$ cat config.mk
export PLATFORM = sky130hd
export DESIGN_NAME = mult_rr_scheduler
export DESIGN_NICKNAME = d
export VERILOG_FILES = /design/src/rtl/mult_rr_scheduler_pkg.sv /design/src/rtl/mult_rr_scheduler_boothwallace.sv /design/src/rtl/mult_rr_scheduler_rr_arbiter.sv /design/src/rtl/mult_rr_scheduler.sv
export SDC_FILE = /design/constraint.sdc
export NUM_CORES = 1
export LEC_CHECK = 0
export CAP_MARGIN = 20
export CORE_MARGIN = 5
export CORE_UTILIZATION = 54
export CTS_CLUSTER_SIZE = 30
export DETAILED_ROUTE_END_ITERATION = 8
export PLACE_DENSITY = 0.78
export SLEW_MARGIN = 20
export SYNTH_ARGS = -nofsm -noshare
export SYNTH_HDL_FRONTEND = slang
export SYNTH_SLANG_ARGS = --single-unit
$ cat constraint.sdc
create_clock -name clk -period 13 [get_ports clk]
set_clock_uncertainty 0.05 [all_clocks]
set_input_delay 3.9 -clock clk [delete_from_list [all_inputs] [get_ports clk]]
set_output_delay 3.9 -clock clk [all_outputs]
set_load 0.03 [all_outputs]
$ cat src/rtl/mult_rr_scheduler_pkg.sv
// Shared constants and helpers for the round-robin multiplier scheduler.
// Operand/product widths, requester-tag width function, one-hot decode.
package mult_rr_scheduler_pkg;

    localparam int OPW    = 16;
    localparam int PW     = 32;
    localparam int MAXREQ = 16;

    function automatic int idw_f(input int n);
        return (n > 1) ? $clog2(n) : 1;
    endfunction

    function automatic logic [MAXREQ-1:0] onehot16(input logic [3:0] idx);
        logic [MAXREQ-1:0] v;
        v      = '0;
        v[idx] = 1'b1;
        return v;
    endfunction

endpackage

$ cat src/rtl/mult_rr_scheduler_boothwallace.sv
// Combinational signed 16x16 multiplier: radix-4 Booth partial products
// reduced by a carry-save tree. Ports: x, y (two's complement), p (x*y).
module boothwallace
    import mult_rr_scheduler_pkg::*;
(
    input  logic [OPW-1:0] x,
    input  logic [OPW-1:0] y,
    output logic [PW-1:0]  p
);

    function automatic logic [2*PW-1:0] csa(
        input logic [PW-1:0] a,
        input logic [PW-1:0] b,
        input logic [PW-1:0] c
    );
        logic [PW-1:0] s;
        logic [PW-1:0] cy;
        s  = a ^ b ^ c;
        // Carry out of bit 31 is dropped: arithmetic is modulo 2^32.
        cy = ((a & b) | (a & c) | (b & c)) << 1;
        return {cy, s};
    endfunction

    logic [OPW:0]  w_ye;
    logic [PW-1:0] w_xs;
    logic [PW-1:0] w_mag;
    logic [PW-1:0] w_corr;
    logic [2:0]    w_t;
    logic [PW-1:0] w_pp [0:8];

    logic [PW-1:0] w_s0, w_c0, w_s1, w_c1, w_s2, w_c2;
    logic [PW-1:0] w_s3, w_c3, w_s4, w_c4;
    logic [PW-1:0] w_s5, w_c5, w_s6, w_c6;

    // Negative digits use ~mag here; the +1 of each negation is
    // collected in a separate correction row (bits never overlap).
    always_comb begin
        w_ye   = {y, 1'b0};
        w_xs   = {{(PW-OPW){x[OPW-1]}}, x};
        w_corr = '0;
        w_t    = '0;
        w_mag  = '0;
        for (int i = 0; i < 8; i++) begin
            w_t = w_ye[2*i +: 3];
            unique case (w_t)
                3'b001, 3'b010,
                3'b101, 3'b110: w_mag = w_xs;
                3'b011, 3'b100: w_mag = w_xs << 1;
                default:        w_mag = '0;
            endcase
            w_pp[i]       = (w_t[2] ? ~w_mag : w_mag) << (2*i);
            w_corr[2*i]   = w_t[2];
        end
        w_pp[8] = w_corr;
    end

    always_comb begin
        {w_c0, w_s0} = csa(w_pp[0], w_pp[1], w_pp[2]);
        {w_c1, w_s1} = csa(w_pp[3], w_pp[4], w_pp[5]);
        {w_c2, w_s2} = csa(w_pp[6], w_pp[7], w_pp[8]);
        {w_c3, w_s3} = csa(w_s0, w_c0, w_s1);
        {w_c4, w_s4} = csa(w_c1, w_s2, w_c2);
        {w_c5, w_s5} = csa(w_s3, w_c3, w_s4);
        {w_c6, w_s6} = csa(w_s5, w_c5, w_c4);
    end

    assign p = w_s6 + w_c6;

endmodule

$ cat src/rtl/mult_rr_scheduler_rr_arbiter.sv
// Round-robin arbiter: picks the first active request at or after ptr.
// Ports: req (requests), en (grant enable), ptr (priority start),
//        gnt (one-hot grant), gnt_idx (granted index), any (a grant
//        is issued), nxt_ptr (index just after the granted one).
module rr_arbiter
    import mult_rr_scheduler_pkg::*;
#(
    parameter int NREQ = 4,
    parameter int IDW  = idw_f(NREQ)
) (
    input  logic [NREQ-1:0] req,
    input  logic            en,
    input  logic [IDW-1:0]  ptr,
    output logic [NREQ-1:0] gnt,
    output logic [IDW-1:0]  gnt_idx,
    output logic            any,
    output logic [IDW-1:0]  nxt_ptr
);

    logic           w_found;
    logic [IDW-1:0] w_idx;
    int             w_best;
    int             w_dist;
    int             w_nxt;

    // Distance of each requester from ptr in the circular order;
    // the smallest distance among active requests wins.
    always_comb begin
        w_found = 1'b0;
        w_idx   = '0;
        w_best  = NREQ;
        w_dist  = 0;
        for (int i = 0; i < NREQ; i++) begin
            w_dist = i - int'(ptr);
            if (w_dist < 0) w_dist = w_dist + NREQ;
            if (req[i] && (w_dist < w_best)) begin
                w_best  = w_dist;
                w_found = 1'b1;
                w_idx   = IDW'(i);
            end
        end
    end

    always_comb begin
        w_nxt = int'(w_idx) + 1;
        if (w_nxt >= NREQ) w_nxt = 0;
    end

    assign any     = en & w_found;
    assign gnt_idx = w_idx;
    assign nxt_ptr = IDW'(w_nxt);
    assign gnt     = any ? NREQ'(onehot16(4'(w_idx))) : '0;

endmodule

$ cat src/rtl/mult_rr_scheduler.sv
// Shares one boothwallace multiplier among NREQ requesters.
// Round-robin grant into operand stage S1, product into result stage S2.
// Ports: clk, rst (async, active high); req_valid/req_ready/req_x/req_y
//        per requester; rsp_valid/rsp_ready/rsp_id/rsp_p tagged product.
module mult_rr_scheduler
    import mult_rr_scheduler_pkg::*;
#(
    parameter int NREQ = 4,
    parameter int IDW  = idw_f(NREQ)
) (
    input  logic                clk,
    input  logic                rst,
    input  logic [NREQ-1:0]     req_valid,
    output logic [NREQ-1:0]     req_ready,
    input  logic [NREQ*OPW-1:0] req_x,
    input  logic [NREQ*OPW-1:0] req_y,
    output logic                rsp_valid,
    input  logic                rsp_ready,
    output logic [IDW-1:0]      rsp_id,
    output logic [PW-1:0]       rsp_p
);

    logic            r_s1_valid;
    logic [OPW-1:0]  r_s1_x;
    logic [OPW-1:0]  r_s1_y;
    logic [IDW-1:0]  r_s1_id;
    logic            r_s2_valid;
    logic [PW-1:0]   r_s2_p;
    logic [IDW-1:0]  r_s2_id;
    logic [IDW-1:0]  r_ptr;

    logic            w_s1_adv;
    logic            w_s2_adv;
    logic            w_en;
    logic [NREQ-1:0] w_gnt;
    logic [IDW-1:0]  w_gnt_idx;
    logic [IDW-1:0]  w_nxt_ptr;
    logic            w_any;
    logic [OPW-1:0]  w_x;
    logic [OPW-1:0]  w_y;
    logic [PW-1:0]   w_prod;

    // Both stages move together when the consumer drains S2.
    assign w_s2_adv = ~r_s2_valid | rsp_ready;
    assign w_s1_adv = ~r_s1_valid | w_s2_adv;
    // No grants are offered while reset is held.
    assign w_en     = w_s1_adv & ~rst;

    rr_arbiter #(
        .NREQ (NREQ),
        .IDW  (IDW)
    ) u_arb (
        .req     (req_valid),
        .en      (w_en),
        .ptr     (r_ptr),
        .gnt     (w_gnt),
        .gnt_idx (w_gnt_idx),
        .any     (w_any),
        .nxt_ptr (w_nxt_ptr)
    );

    assign req_ready = w_gnt;

    // One-hot AND-OR operand select.
    always_comb begin
        w_x = '0;
        w_y = '0;
        for (int i = 0; i < NREQ; i++) begin
            if (w_gnt[i]) begin
                w_x = w_x | req_x[i*OPW +: OPW];
                w_y = w_y | req_y[i*OPW +: OPW];
            end
        end
    end

    always_ff @(posedge clk or posedge rst) begin
        if (rst) begin
            r_s1_valid <= 1'b0;
            r_s1_x     <= '0;
            r_s1_y     <= '0;
            r_s1_id    <= '0;
            r_ptr      <= '0;
        end else if (w_s1_adv) begin
            r_s1_valid <= w_any;
            if (w_any) begin
                r_s1_x  <= w_x;
                r_s1_y  <= w_y;
                r_s1_id <= w_gnt_idx;
                r_ptr   <= w_nxt_ptr;
            end
        end
    end

    boothwallace u_mul (
        .x (r_s1_x),
        .y (r_s1_y),
        .p (w_prod)
    );

    // Result/tag reload only for a real product; otherwise hold.
    always_ff @(posedge clk or posedge rst) begin
        if (rst) begin
            r_s2_valid <= 1'b0;
            r_s2_p     <= '0;
            r_s2_id    <= '0;
        end else if (w_s2_adv) begin
            r_s2_valid <= r_s1_valid;
            if (r_s1_valid) begin
                r_s2_p  <= w_prod;
                r_s2_id <= r_s1_id;
            end
        end
    end

    assign rsp_valid = r_s2_valid;
    assign rsp_p     = r_s2_p;
    assign rsp_id    = r_s2_id;

endmodule
# Yosys cells after proc, flatten, opt, wreduce, memory -nomap -nowiden
# Cells that the tools add are included.
# Widths: inputs -> output; s select.
dict set report word_totals {
  ff_bits 72
  inputBits 135
  out_inout_bits 39
  elab_cells 208
}
dict set report classes {
  add_sub_neg 10
  n_lt_le_gt_ge 11
  n_eq_ne 45
  mux 42
  n_bitwise 70
  reduce_logical 22
}
# op count
set op_table {}
lappend op_table {{$and 31x31->31} 19}
lappend op_table {{$or 31x31->31} 14}
lappend op_table {{$xor 32x32->32} 13}
lappend op_table {{$mux 32} 8}
lappend op_table {{$add 32x4->32 const B} 4}
lappend op_table {{$lt 32x1->1 const B} 4}
lappend op_table {{$mux 16} 8}
lappend op_table {{$lt 32x32->1} 3}
lappend op_table {{$or 16x16->16} 6}
lappend op_table {{$pmux 32 s2} 1}
lappend op_table {{$eq 3x3->1 const B} 21}
lappend op_table {{$and 31x15->31} 2}
lappend op_table {{$pmux 30 s2} 1}
lappend op_table {{$pmux 28 s2} 1}
lappend op_table {{$pmux 26 s2} 1}
lappend op_table {{$pmux 24 s2} 1}
lappend op_table {{$pmux 22 s2} 1}
lappend op_table {{$eq 3x2->1 const B} 14}
lappend op_table {{$pmux 20 s2} 1}
lappend op_table {{$pmux 18 s2} 1}
lappend op_table {{$add 32x32->32} 1}
lappend op_table {{$lt 32x4->1 const B} 1}
lappend op_table {{$not 32->32} 1}
lappend op_table {{$xor 32x15->32} 1}
lappend op_table {{other kinds (34)} 72}

# Longest topological paths before layout
dict set report depth {
  depth_word 27
  ltp_mapped 24
  mapped_depth_nobuf 22
}

# Hierarchy
# From an unflattened synthesis, not the netlist that was laid out.
dict set report hier_totals {
  hier_cells 1357
  area_unflattened_um2 12231.7
}
# module instances cells_per_inst area_each_um2 seq_area_each_um2
set modules_own_cells {}
lappend modules_own_cells {boothwallace 1 1041 8252.9 0.0}
lappend modules_own_cells {mult_rr_scheduler 1 275 3672.3 1801.7}
lappend modules_own_cells {rr_arbiter 1 41 306.5 0.0}

# Worst setup path before layout
# No wires, ideal clock.
dict set report synth_timing {
  path_type {input -> output}
  startpoint {input port req_valid[1]}
  endpoint {output port req_ready[3]}
  t_arrival_ns 6.817
  t_required_ns 9.050
  path_slack_ns 2.233
  cell_stages 17
  path_buffers 2
  path_cell_list {o21ai_0 > a21oi_1 > ha_1 > o21a_1 > nor2_1 > o21ai_0 > nor2_1 > a21o_1 > ha_1 > a21o_1 > a21boi_0 > a31oi_1 > inv_1 > ha_1 > clkbuf_1 > clkbuf_1 > and3_1}
}
dict set report synth_between {
  elab_chain_cells 13
  word_cells_on_any_way 20
  cone_classes {order compare: 4; mux: 11; bitwise: 1; reduce/logical: 4}
}
# element line
set synth_rtl {}
lappend synth_rtl {{start: declaration} mult_rr_scheduler.sv:13} ;# input logic [NREQ-1:0] req_valid,
lappend synth_rtl {{$logic_and 1x1->1 (*)} mult_rr_scheduler_rr_arbiter.sv:36} ;# if (req[i] && (w_dist < w_best)) begin
lappend synth_rtl {{$mux 32} mult_rr_scheduler_rr_arbiter.sv:36}
lappend synth_rtl {{$lt 32x32->1} mult_rr_scheduler_rr_arbiter.sv:36}
lappend synth_rtl {{$logic_and 1x1->1} mult_rr_scheduler_rr_arbiter.sv:36}
lappend synth_rtl {{$mux 32} mult_rr_scheduler_rr_arbiter.sv:36}
lappend synth_rtl {{$lt 32x32->1} mult_rr_scheduler_rr_arbiter.sv:36}
lappend synth_rtl {{$logic_and 1x1->1} mult_rr_scheduler_rr_arbiter.sv:36}
lappend synth_rtl {{$mux 2 (*)} mult_rr_scheduler_rr_arbiter.sv:36}
lappend synth_rtl {{via u_arb.gnt_idx[0]} mult_rr_scheduler_rr_arbiter.sv:15} ;# output logic [IDW-1:0] gnt_idx,
lappend synth_rtl {{$lt 2x5->1 (implied by the code) / $ge 2x1->1 (equally long branches)} mult_rr_scheduler_pkg.sv:16} ;# v[idx] = 1'b1;
lappend synth_rtl {{$logic_and 1x1->1 (implied by the code)} mult_rr_scheduler_pkg.sv:16}
lappend synth_rtl {{$mux 1 (implied by the code)} mult_rr_scheduler_pkg.sv:16}
lappend synth_rtl {{$demux 1 s2 (*)} -}
lappend synth_rtl {{$mux 4 (*)} mult_rr_scheduler_rr_arbiter.sv:52} ;# assign gnt = any ? NREQ'(onehot16(4'(w_idx))) : '0;
lappend synth_rtl {{end: declaration} mult_rr_scheduler.sv:14} ;# output logic [NREQ-1:0] req_ready,
# Mark *: on every way through the listed nets, which the timed path passes. The rest lies on a longest branch.

# Worst setup path after layout
dict set report layout_timing {
  startpoint {input port req_valid[1]}
  endpoint {output port req_ready[0]}
}
dict set report layout_between {
  elab_chain_cells 13
  word_cells_on_any_way 20
  cone_classes {order compare: 4; mux: 11; bitwise: 1; reduce/logical: 4}
}
# element line
set layout_rtl {}
lappend layout_rtl {{$logic_and 1x1->1 (*)} mult_rr_scheduler_rr_arbiter.sv:36}
lappend layout_rtl {{$mux 32} mult_rr_scheduler_rr_arbiter.sv:36}
lappend layout_rtl {{$lt 32x32->1} mult_rr_scheduler_rr_arbiter.sv:36}
lappend layout_rtl {{$logic_and 1x1->1} mult_rr_scheduler_rr_arbiter.sv:36}
lappend layout_rtl {{$mux 32} mult_rr_scheduler_rr_arbiter.sv:36}
lappend layout_rtl {{$lt 32x32->1} mult_rr_scheduler_rr_arbiter.sv:36}
lappend layout_rtl {{$logic_and 1x1->1} mult_rr_scheduler_rr_arbiter.sv:36}
lappend layout_rtl {{$mux 2} mult_rr_scheduler_rr_arbiter.sv:36}
lappend layout_rtl {{$lt 2x5->1 (implied by the code) / $ge 2x1->1 (equally long branches)} mult_rr_scheduler_pkg.sv:16}
lappend layout_rtl {{$logic_and 1x1->1 (implied by the code)} mult_rr_scheduler_pkg.sv:16}
lappend layout_rtl {{$mux 1 (implied by the code)} mult_rr_scheduler_pkg.sv:16}
lappend layout_rtl {{$demux 1 s2} -}
lappend layout_rtl {{$mux 4 (*)} mult_rr_scheduler_rr_arbiter.sv:52}
# Every way passes the cells marked *; elsewhere a longest branch is shown, timed or not.

==> impl_metrics.py <==
metrics = {
    "timing": {
        "rsz0062_at_grt": "no",
        "maxSlewViolCount": 0,
        "post-route-period-util": 0.923,
        "finalSetupViolCount": 0,
        "setup_tns_ns": 0,
        "slew_headroom": 0.339,
        "finalCriticalPeriod_ns": 12.00,
        "tightestPinTransition_ns": 0.992,
        "hold_viol": 0,
        "clock.fmax_mhz": 83.3,
    },
    "critical_path": {
        "cp_common_cell": "ha_1",
        "path_buf_inv": 3,
        "cp.arrival_ns": 8.05,
        "start_kind": "input pin",
        "crit_family": "buffers and inverters",
        "cp_slowest_cell": "clkdlybuf4s50_1",
        "required_ns": 9.05,
        "slowest_delay_ns": 0.68,
        "critPathCaptureType": "primary output",
        "path_cells": "clkdlybuf4s50_1 -> o21ai_0 -> a21oi_1 -> ha_1 -> o21a_1 -> nor2_1 -> o21ai_0 -> nor2_1 -> a21o_1 -> ha_1 -> a21o_1 -> a21boi_0 -> a31oi_1 -> ha_1 -> buf_4 -> and3_1 -> clkdlybuf4s50_1",
        "crit_fanout": 33,
        "criticalPathCategory": "in -> out",
    },
    "yosys": {
        "netlist_area_um2": 14100,
        "ys_seq_area_frac": 0.128,
        "syn_inst": 2012,
        "ys_seq_elements": 72,
        "synth_edf_count": 0,
        "avgSynthCellArea_um2": 7.02,
        "synthFlopType": "dfrtp_1",
        "synth_fp_nets": 2340,
        "async_flop_share": 1.00,
        "synthDistinctLibCells": 58,
        "yosys_warnings": 0,
    },
    "clock_network": {
        "htree_levels": 3,
        "cts_sinks": 72,
        "cts_resized": 0,
        "hold_buffers": 0,
        "cts_buffers": 9,
        "path_clk_slew_ns": 0.06,
        "clk_latency_ns": 0.36,
        "post_cts_buffers": 0,
        "cts_tree": "yes",
        "clockRootBuffer": "clkbuf_16",
        "clockBufferDepth": 2,
    },
    "worst_hold_path": {
        "hp-class": "reg -> reg",
    },
    "floorplanning": {
        "ios": 174,
        "core_area_um2": 25900,
        "row_count": 59,
        "design.die.area_um2": 29500,
        "die_height_um": 172,
        "start_util": 0.545,
        "die_x_um": 172,
    },
    "layout": {
        "drive_above_1_share": 0.0401,
        "area.growth.synth_to_final_pct": 13.4,
        "fin_util": 0.618,
        "n_fill_cell": 2365,
        "final_nets": 2342,
        "n_antenna_cell": 0,
    },
    "route": {
        "dr.pass1.iters": 7,
        "ant_nets": 0,
        "route.detailed.drc": 0,
        "wl_per_cell_um": 17.6,
        "viasPerCell": 6.06,
        "vias": 14300,
        "drt_iter0_drc": 1268,
        "drt-total-wl_um": 41400,
    },
    "global_route": {
        "antenna_found_initial": 0,
        "grt_max_degree": 90,
        "grt_pass1_vias": 13000,
        "track_usage": 0.274,
        "overflow": 0,
        "grt_pass1_wl_um": 65900,
    },
    "run": {
        "drv_cap": 0,
    },
    "placement": {
        "gp_congestion": 0.954,
        "port_buffers": 173,
        "dp_hpwl_um": 30300,
    },
    "status": {
        "outcome": "finished, final reports clean",
    },
}
per-stage QoR:
step           setup WS, ns  std cells  hold slack, ns  cell area (um^2)
2_1_floorplan          2.23       2012           0.389             14100
3_3_place_gp          0.975       2338           0.409             15700
3_5_place_dp          0.997       2338           0.413             15700
4_1_cts               0.990       2354           0.435             16000
5_1_grt               0.633       2354           0.470             16000
6_report              0.998       2354           0.428             16000
path summary, 6_finish.rpt:
| kind | startpoint | endpoint | slack [ns] | cells past startpoint |
|---|---|---|---|---|
| setup / recovery | req_valid[1] | req_ready[0] | 1.0 | 17 |
| hold / removal | rsp_p[2] | rsp_p[2] | 0.43 | 2 |
| setup reg to reg | r_s1_y[7] | rsp_p[28] | 5.93 | 20 |
| hold reg to reg | rsp_p[2] | rsp_p[2] | 0.43 | 2 |
| max in group asynchronous | rst | r_s1_y[6] | 8.09 | 3 |
| min in group asynchronous | rst | r_ptr[1] | 4.16 | 3 |
synth_stat cells (all sizes together) (32+ instances only):
cell / number / area share
fa: 116 / 0.16
xnor2: 32 / 0.020
a21oi: 160 / 0.057
buf: 32 / 0.0085
maj3: 87 / 0.062
clkbuf: 184 / 0.049
dfrtp: 72 / 0.13
a22oi: 64 / 0.034
o22ai: 70 / 0.031
nand3: 41 / 0.015
inv: 186 / 0.049
a31oi: 39 / 0.019
ha: 77 / 0.068
nand2: 300 / 0.080
nor2: 163 / 0.043
o21ai: 222 / 0.079
area by class of cell:
cell class | count | area (um^2) | area share
flip-flops and latches | 72 | 1820 | 0.114
repair buffers | 207 | 1990 | 0.124
clock buffers | 10 | 229 | 0.0143
well taps | 335 | 419 | 0.0262
clock inverters | 6 | 42.5 | 0.00266
multi-input cells | 1538 | 10800 | 0.676
inverters | 186 | 698 | 0.0436
worst reg2reg max path, stage by stage (launching register included):
cell and delay [ns]:
dfrtp_2 0.93, buf_4 0.50, inv_1 0.38, nand3_1 0.20, o21ai_0 0.10, a21oi_1 0.26, fa_1 0.44, inv_1 0.16
fa_1 0.47, fa_1 0.56, inv_1 0.06, fa_1 0.47, ha_1 0.36, and3_1 0.19, and3_1 0.18, a311o_1 0.38
o2111ai_2 0.25, a21oi_1 0.20, a31o_2 0.29, a211o_1 0.29, a31o_2 0.24
cells in the final DEF, fill, tap and decap left out, drive strengths merged, types with 3 or more instances in the layout:
master           n
nor3             3
nor3b            5
o22ai           70
a221oi          15
o31ai            3
xnor2           32
a21o            10
o21a            14
clkdlybuf4s50  173
inv            188
or2              5
nand2          300
ha              77
fa             116
a211oi           6
nand2b           6
dfrtp           72
nand3           41
clkbuf          10
nor2b            5
o21ai          222
o211ai          23
xor2            20
a21oi          160
nor2           163
a22oi           64
and2             7
buf             34
a31o             4
maj3            87
and3            11
a31oi           39
registers in the layout, summed over array words and instances (netlist names):
register / cells
r_s1_id: 2
r_ptr: 2
r_s1_valid: 1
rsp_valid: 1
rsp_id: 2
rsp_p: 32
r_s1_y: 16
r_s1_x: 16
cells by family (layout without fill, tap and decap cells):
kind of cell,after synthesis,in the layout,synth area share
multiplexers,2,2,0.00142
flip-flops,72,72,0.128
AND/OR/NAND/NOR,555,555,0.161
buffers and inverters,402,409,0.107
XOR/XNOR,52,52,0.0323
adder cells (fa/ha/maj),280,280,0.294
AO/OA/AOI/OAI,649,649,0.276
metal layers:
layer	wire length, um	vias to the layer above	share of wire	global-route usage
li1	-	6846	-	-
met1	16500	6704	0.40	0.347
met2	20300	619	0.49	0.471
met3	2980	100	0.072	0.0416
met4	1650	0	0.040	0.109
met5	0	-	0	0
Power is left out: the tool's default activity adds up to more than one toggle a clock period on the data nets, which glitch-free logic cannot reach.
